**config.mk**
```make
export PLATFORM = sky130hd
export DESIGN_NAME = vram_fetch_scheduler_flat
export DESIGN_NICKNAME = d
export VERILOG_FILES = /design/src/rtl/vram_fetch_scheduler_if.sv /design/src/rtl/vram_fetch_scheduler.sv /design/src/flat_wrapper.sv
export SDC_FILE = /design/constraint.sdc
export NUM_CORES = 1
export LEC_CHECK = 0
export BUFFER_PORTS_ARGS = -buffer_cell sky130_fd_sc_hd__buf_2
export CORE_ASPECT_RATIO = 0.8
export CORE_MARGIN = 3
export CORE_UTILIZATION = 27
export DETAILED_ROUTE_END_ITERATION = 7
export GPL_ROUTABILITY_DRIVEN = 0
export SLEW_MARGIN = 5
export SYNTH_ARGS = -nofsm -noshare
export SYNTH_HDL_FRONTEND = slang
export SYNTH_SLANG_ARGS = --single-unit
export TNS_END_PERCENT = 50
```
**constraint.sdc**
```tcl
create_clock -name clk -period 1.6 [get_ports clk]
set_input_delay 0.32 -clock clk [delete_from_list [all_inputs] [get_ports clk]]
set_output_delay 0.32 -clock clk [all_outputs]
set_load 0.02 [all_outputs]
```
**src/rtl/vram_fetch_scheduler_if.sv**
```systemverilog
// rtl/vram_fetch_scheduler_if.sv - CPU request/acknowledge bus into the VRAM fetch scheduler
interface vram_fetch_scheduler_if;
    logic        cpu_req;
    logic        cpu_we;
    logic [12:0] cpu_addr;
    logic [7:0]  cpu_wdata;
    logic [7:0]  cpu_rdata;
    logic        cpu_ack;
    logic        cpu_wait;

    // requester side
    modport master (
        output cpu_req, cpu_we, cpu_addr, cpu_wdata,
        input  cpu_rdata, cpu_ack, cpu_wait
    );

    // scheduler side
    modport slave (
        input  cpu_req, cpu_we, cpu_addr, cpu_wdata,
        output cpu_rdata, cpu_ack, cpu_wait
    );
endinterface

```
**src/rtl/vram_fetch_scheduler.sv**
```systemverilog
// rtl/vram_fetch_scheduler.sv - VRAM port arbiter between display fetch and CPU
module vram_fetch_scheduler #(
    parameter int unsigned HACTIVE   = 256,
    parameter int unsigned VACTIVE   = 192,
    parameter logic [12:0] ATTR_BASE = 13'h1800
) (
    input  logic                         clk,
    input  logic                         rst,
    input  logic [8:0]                   hcnt,
    input  logic [8:0]                   vcnt,
    vram_fetch_scheduler_if.slave        cpu,
    output logic [12:0]                  vram_addr,
    output logic                         vram_we,
    output logic [7:0]                   vram_dout,
    input  logic [7:0]                   vram_din,
    output logic [7:0]                   bitmap,
    output logic [7:0]                   attr,
    output logic                         pix_load
);

    typedef enum logic [1:0] {S_IDLE, S_ISSUE, S_RETURN} state_t;

    state_t      state;
    state_t      state_nxt;
    logic        active;
    logic        video_slot;
    logic        grant;
    logic        issue_we;
    logic [2:0]  slot;
    logic [12:0] bitmap_addr;
    logic [12:0] attr_addr;

    assign slot        = hcnt[2:0];
    assign active      = (32'(hcnt) < HACTIVE) && (32'(vcnt) < VACTIVE);
    // slots 0 and 1 of every active group belong to the display fetch
    assign video_slot  = active && (slot[2:1] == 2'b00);
    // bitmap layout interleaves character rows inside each third of the screen
    assign bitmap_addr = {vcnt[7:6], vcnt[2:0], vcnt[5:3], hcnt[7:3]};
    assign attr_addr   = ATTR_BASE + {3'b000, vcnt[7:3], hcnt[7:3]};
    assign vram_dout   = cpu.cpu_wdata;

    // arbiter state register
    always_ff @(posedge clk or posedge rst) begin
        if (rst) begin
            state <= S_IDLE;
        end else begin
            state <= state_nxt;
        end
    end

    // grant decision, next state and RAM port mux; video always wins the port
    always_comb begin
        state_nxt    = state;
        grant        = 1'b0;
        cpu.cpu_wait = 1'b0;
        vram_addr    = cpu.cpu_addr;
        vram_we      = 1'b0;
        case (state)
            S_IDLE: begin
                if (cpu.cpu_req) begin
                    if (video_slot) begin
                        cpu.cpu_wait = 1'b1;
                    end else begin
                        grant     = 1'b1;
                        state_nxt = S_ISSUE;
                    end
                end
            end
            S_ISSUE:  state_nxt = S_RETURN;
            S_RETURN: state_nxt = S_IDLE;
            default:  state_nxt = S_IDLE;
        endcase
        if (video_slot) begin
            vram_addr = slot[0] ? attr_addr : bitmap_addr;
        end else if (grant && !rst) begin
            vram_we = cpu.cpu_we;
        end
    end

    // CPU completion, video byte capture and serializer load strobe
    always_ff @(posedge clk or posedge rst) begin
        if (rst) begin
            cpu.cpu_ack   <= 1'b0;
            cpu.cpu_rdata <= 8'h00;
            issue_we      <= 1'b0;
            bitmap        <= 8'h00;
            attr          <= 8'h00;
            pix_load      <= 1'b0;
        end else begin
            cpu.cpu_ack <= (state == S_ISSUE);
            if (grant) begin
                issue_we <= cpu.cpu_we;
            end
            if ((state == S_ISSUE) && !issue_we) begin
                cpu.cpu_rdata <= vram_din;
            end
            if (active && (slot == 3'd1)) begin
                bitmap <= vram_din;
            end
            if (active && (slot == 3'd2)) begin
                attr <= vram_din;
            end
            pix_load <= active && (slot == 3'd6);
        end
    end

endmodule

```
**src/flat_wrapper.sv**
```systemverilog
// flat-port wrapper written by rule: the top's interface ports become plain ports
module vram_fetch_scheduler_flat 
#(
    parameter int unsigned HACTIVE   = 256,
    parameter int unsigned VACTIVE   = 192,
    parameter logic [12:0] ATTR_BASE = 13'h1800
)
  (clk, rst, hcnt, vcnt, vram_addr, vram_we, vram_dout, vram_din, bitmap, attr, pix_load, cpu_cpu_req, cpu_cpu_we, cpu_cpu_addr, cpu_cpu_wdata, cpu_cpu_rdata, cpu_cpu_ack, cpu_cpu_wait);
  vram_fetch_scheduler_if cpu_i ();
  input  logic clk;
  input  logic rst;
  input  logic [8:0] hcnt;
  input  logic [8:0] vcnt;
  output logic [12:0] vram_addr;
  output logic vram_we;
  output logic [7:0] vram_dout;
  input  logic [7:0] vram_din;
  output logic [7:0] bitmap;
  output logic [7:0] attr;
  output logic pix_load;
  input wire logic [$bits(cpu_i.cpu_req)-1:0] cpu_cpu_req;
  input wire logic [$bits(cpu_i.cpu_we)-1:0] cpu_cpu_we;
  input wire logic [$bits(cpu_i.cpu_addr)-1:0] cpu_cpu_addr;
  input wire logic [$bits(cpu_i.cpu_wdata)-1:0] cpu_cpu_wdata;
  output wire logic [$bits(cpu_i.cpu_rdata)-1:0] cpu_cpu_rdata;
  output wire logic [$bits(cpu_i.cpu_ack)-1:0] cpu_cpu_ack;
  output wire logic [$bits(cpu_i.cpu_wait)-1:0] cpu_cpu_wait;
  assign cpu_i.cpu_req = cpu_cpu_req;
  assign cpu_i.cpu_we = cpu_cpu_we;
  assign cpu_i.cpu_addr = cpu_cpu_addr;
  assign cpu_i.cpu_wdata = cpu_cpu_wdata;
  assign cpu_cpu_rdata = cpu_i.cpu_rdata;
  assign cpu_cpu_ack = cpu_i.cpu_ack;
  assign cpu_cpu_wait = cpu_i.cpu_wait;
  vram_fetch_scheduler #(.HACTIVE(HACTIVE), .VACTIVE(VACTIVE), .ATTR_BASE(ATTR_BASE)) u_core (.clk(clk), .rst(rst), .hcnt(hcnt), .vcnt(vcnt), .cpu(cpu_i), .vram_addr(vram_addr), .vram_we(vram_we), .vram_dout(vram_dout), .vram_din(vram_din), .bitmap(bitmap), .attr(attr), .pix_load(pix_load));
endmodule
```
==> impl_metrics.csv <==
group,metric,value,unit
outcome,status,"finished with violations",
outcome,violations,"negative setup slack",
floorplanning,start_util,0.294,
critical_path,reg2reg_depth,4,
timing,period_share,1.15,
routing,viasPerCell,4.39,
critical_path,crit_required,1.28,ns
clock_network,htree_num_levels,2,
synth,synth_area,1410,sq um
global_routing,grt_pass1_vias,1219,
synth,ys_warn_count,0,
global_routing,grt.overflow.total,0,
finish,final_layout_size_suffix_gt1_frac,0.752,
synth,synth_seq_cells,29,
critical_path,reg2reg_slack,0.10,ns
finish,antennaDiodeCount,0,
clock_network,insertion_delay,0.27,ns
critical_path,crit_start,"u_core.state[1]",
power_and_ir_drop,power.density,1190,nW/um^2
global_routing,antenna_found_initial,0,
finish,fill_cells,451,
timing,fin_crit,1.84,ns
placement,dp_slack,-0.215,ns
floorplanning,core_area,4790,sq um
floorplanning,die_h,70.6,um
power_and_ir_drop,clockPowerShare,0.214,
power_and_ir_drop,combPwrFrac,0.385,
timing,fmax,542,MHz
routing,drt_wl_total,4020,um
power_and_ir_drop,ir_drop,0.000682,V
synth,synthCells,105,
floorplanning,die_x,86.7,um
power_and_ir_drop,internal_power,1720,uW
global_routing,grt_pass1_wl,6220,um
routing,vias,1149,
placement,place_area,1890,sq um
critical_path,path_class,"flip-flop to output port",
clock_network,cts_buffer_depth,2,
finish,final_cell_mix,"buf_2 (66), dfrtp_1 (29), mux2_2 (25)",
critical_path,startpoint_type,"flip-flop",
clock_network,clock-sinks,29,
floorplanning,io_pins,100,
timing,slew_headroom,0.747,
routing,first_pass_iters,4,
placement,dpl.hpwl,2890,um
power_and_ir_drop,switchingPower,902,uW
timing,report.final.slew_viol_count,0,
timing,hold_violations,0,
run,maxCapViolCount,0,
clock_network,root_buffer,"clkbuf_8",
finish,final_common_cell,"buf_2",
routing,drc,0,
timing,finalSetupViolCount,23,
routing,antenna_left,0,
floorplanning,die_area,6120,sq um
timing,rsz0062_at_grt,"true",
timing,fin_worst_skew,0.00533,ns
clock_network,cts-buffers-inserted,5,
global_routing,grt_usage,0.133,
timing,hold_ws,0.178,ns
timing,worst_pin_slew,0.379,ns
floorplanning,row_count,22,
critical_path,critPathArrivalTime,1.52,ns
finish,register_area,726,sq um
clock_network,clkTransAtPathRegs,0.06,ns
synth,avgSynthCellArea,13.4,sq um
routing,drt_iter0_markers,30,
finish,design_area,2200,sq um
placement,port_buffers,83,
power_and_ir_drop,p_sw_frac,0.344,
hold_path,holdCritPathClass,"input port to asynchronous set/reset pin",
finish,multi_input_area,652,sq um
clock_network,cts_tree,"built",
synth,yosysSeqAreaShare,0.516,
critical_path,r2r-end,"u_core.issue_we",
synth,synthDistinctLibCells,21,
finish,instances_no_fill,262,
critical_path,end_kind,"output port",
clock_network,hold_buffers,0,
critical_path,cp_max_fo,2,
finish,final_net_count,252,
power_and_ir_drop,p_leak,0.00114,uW
global_routing,grt_max_degree,30,
finish,final_core_util,0.459,
critical_path,r2r_start,"u_core.state[1]",
synth,syn-num-nets,156,
finish,area_delta_synth_final,56.4,%
timing,fin_ws,-0.244,ns
power_and_ir_drop,seq_power_share,0.401,
placement,place_inst,246,
routing,wl_per_cell,15.3,um
## what timing repair did
| item | CTS | global route |
|---|---|---|
| pin swaps | 3 | 1 |
| setup endpoints to repair | 16 | 20 |
| gates cloned | 1 | 0 |
| resized for setup | 37 | 7 |
| buffers inserted | 2 | 5 |
## metrics by stage
| stage | total power, uW | TNS [ns] |
|---|---|---|
| 2_1_floorplan | 1670 | -0.397 |
| 3_3_place_gp | 2000 | -3.41 |
| 3_5_place_dp | 2020 | -3.39 |
| 4_1_cts | 2640 | -0.627 |
| 5_1_grt | 2780 | -2.61 |
| 6_report | 2630 | -1.92 |
## sequential cells by signal (all words and copies together) (netlist names)
name and count:
u_core.attr 8, u_core.bitmap 8, u_core.cpu.cpu_rdata 8, u_core.state 2, u_core.cpu.cpu_ack 1, u_core.issue_we 1
u_core.pix_load 1
## power by group through the flow
stage | clock network [uW] | registers (uW) | logic, uW
3_5_place_dp | 0 | 1060 | 956
5_1_grt | 622 | 1080 | 1070
2_1_floorplan | 0 | 1320 | 355
4_1_cts | 582 | 1060 | 1000
6_report | 561 | 1050 | 1010
3_3_place_gp | 0 | 1060 | 936
## per-layer routing
metal | wire, um | track usage
met1 | 1650 | 0.158
met2 | 2170 | 0.231
met3 | 157 | 0.0291
met4 | 41 | 0.0536
met5 | 0 | 0
## worst max-delay path by stage
stage,slack (ns),depth (start not counted),to
6_report,-0.24,4,vram_we
3_3_place_gp,-0.20,4,u_core.attr[0]
5_1_grt,-0.31,4,vram_we
2_1_floorplan,-0.05,4,u_core.attr[0]
4_1_cts,-0.24,4,vram_we
3_5_place_dp,-0.21,4,u_core.attr[4]
## Yosys cell counts, drive strengths merged
cell	count	area [sq um]
a211o	1	8.76
a211oi	1	7.51
a21oi	5	25.0
a31oi	4	25.0
and3	1	6.26
buf	11	83.8
clkbuf	2	7.51
dfrtp	29	726
inv	1	3.75
mux2	34	413
mux2i	2	20.0
nand2	2	7.51
nand3	1	5.00
nor2	4	15.0
nor2b	4	25.0
nor3	1	5.00
or3b	1	8.76
or4b	1	13.8
## area by class of cell
| type | count | share of cell area |
|---|---|---|
| flip-flops and latches | 29 | 0.330 |
| repair buffers | 101 | 0.299 |
| multi-input cells | 63 | 0.296 |
| well taps | 60 | 0.0341 |
| clock buffers | 6 | 0.0330 |
| clock inverters | 2 | 0.00455 |
| inverters | 1 | 0.00341 |
## worst max-delay path, cell delays in order (launching register included)
cell and delay, ns:
dfrtp_1 0.38, or3b_4 0.42, a21oi_4 0.15, and3_4 0.20, buf_6 0.11
## cell families after synthesis
group / synth area share
flops: 0.516
buf+inv: 0.0676
mux: 0.308
compound gates: 0.0472
simple gates: 0.0614
Note: power is estimated with default switching activity, not from simulation.
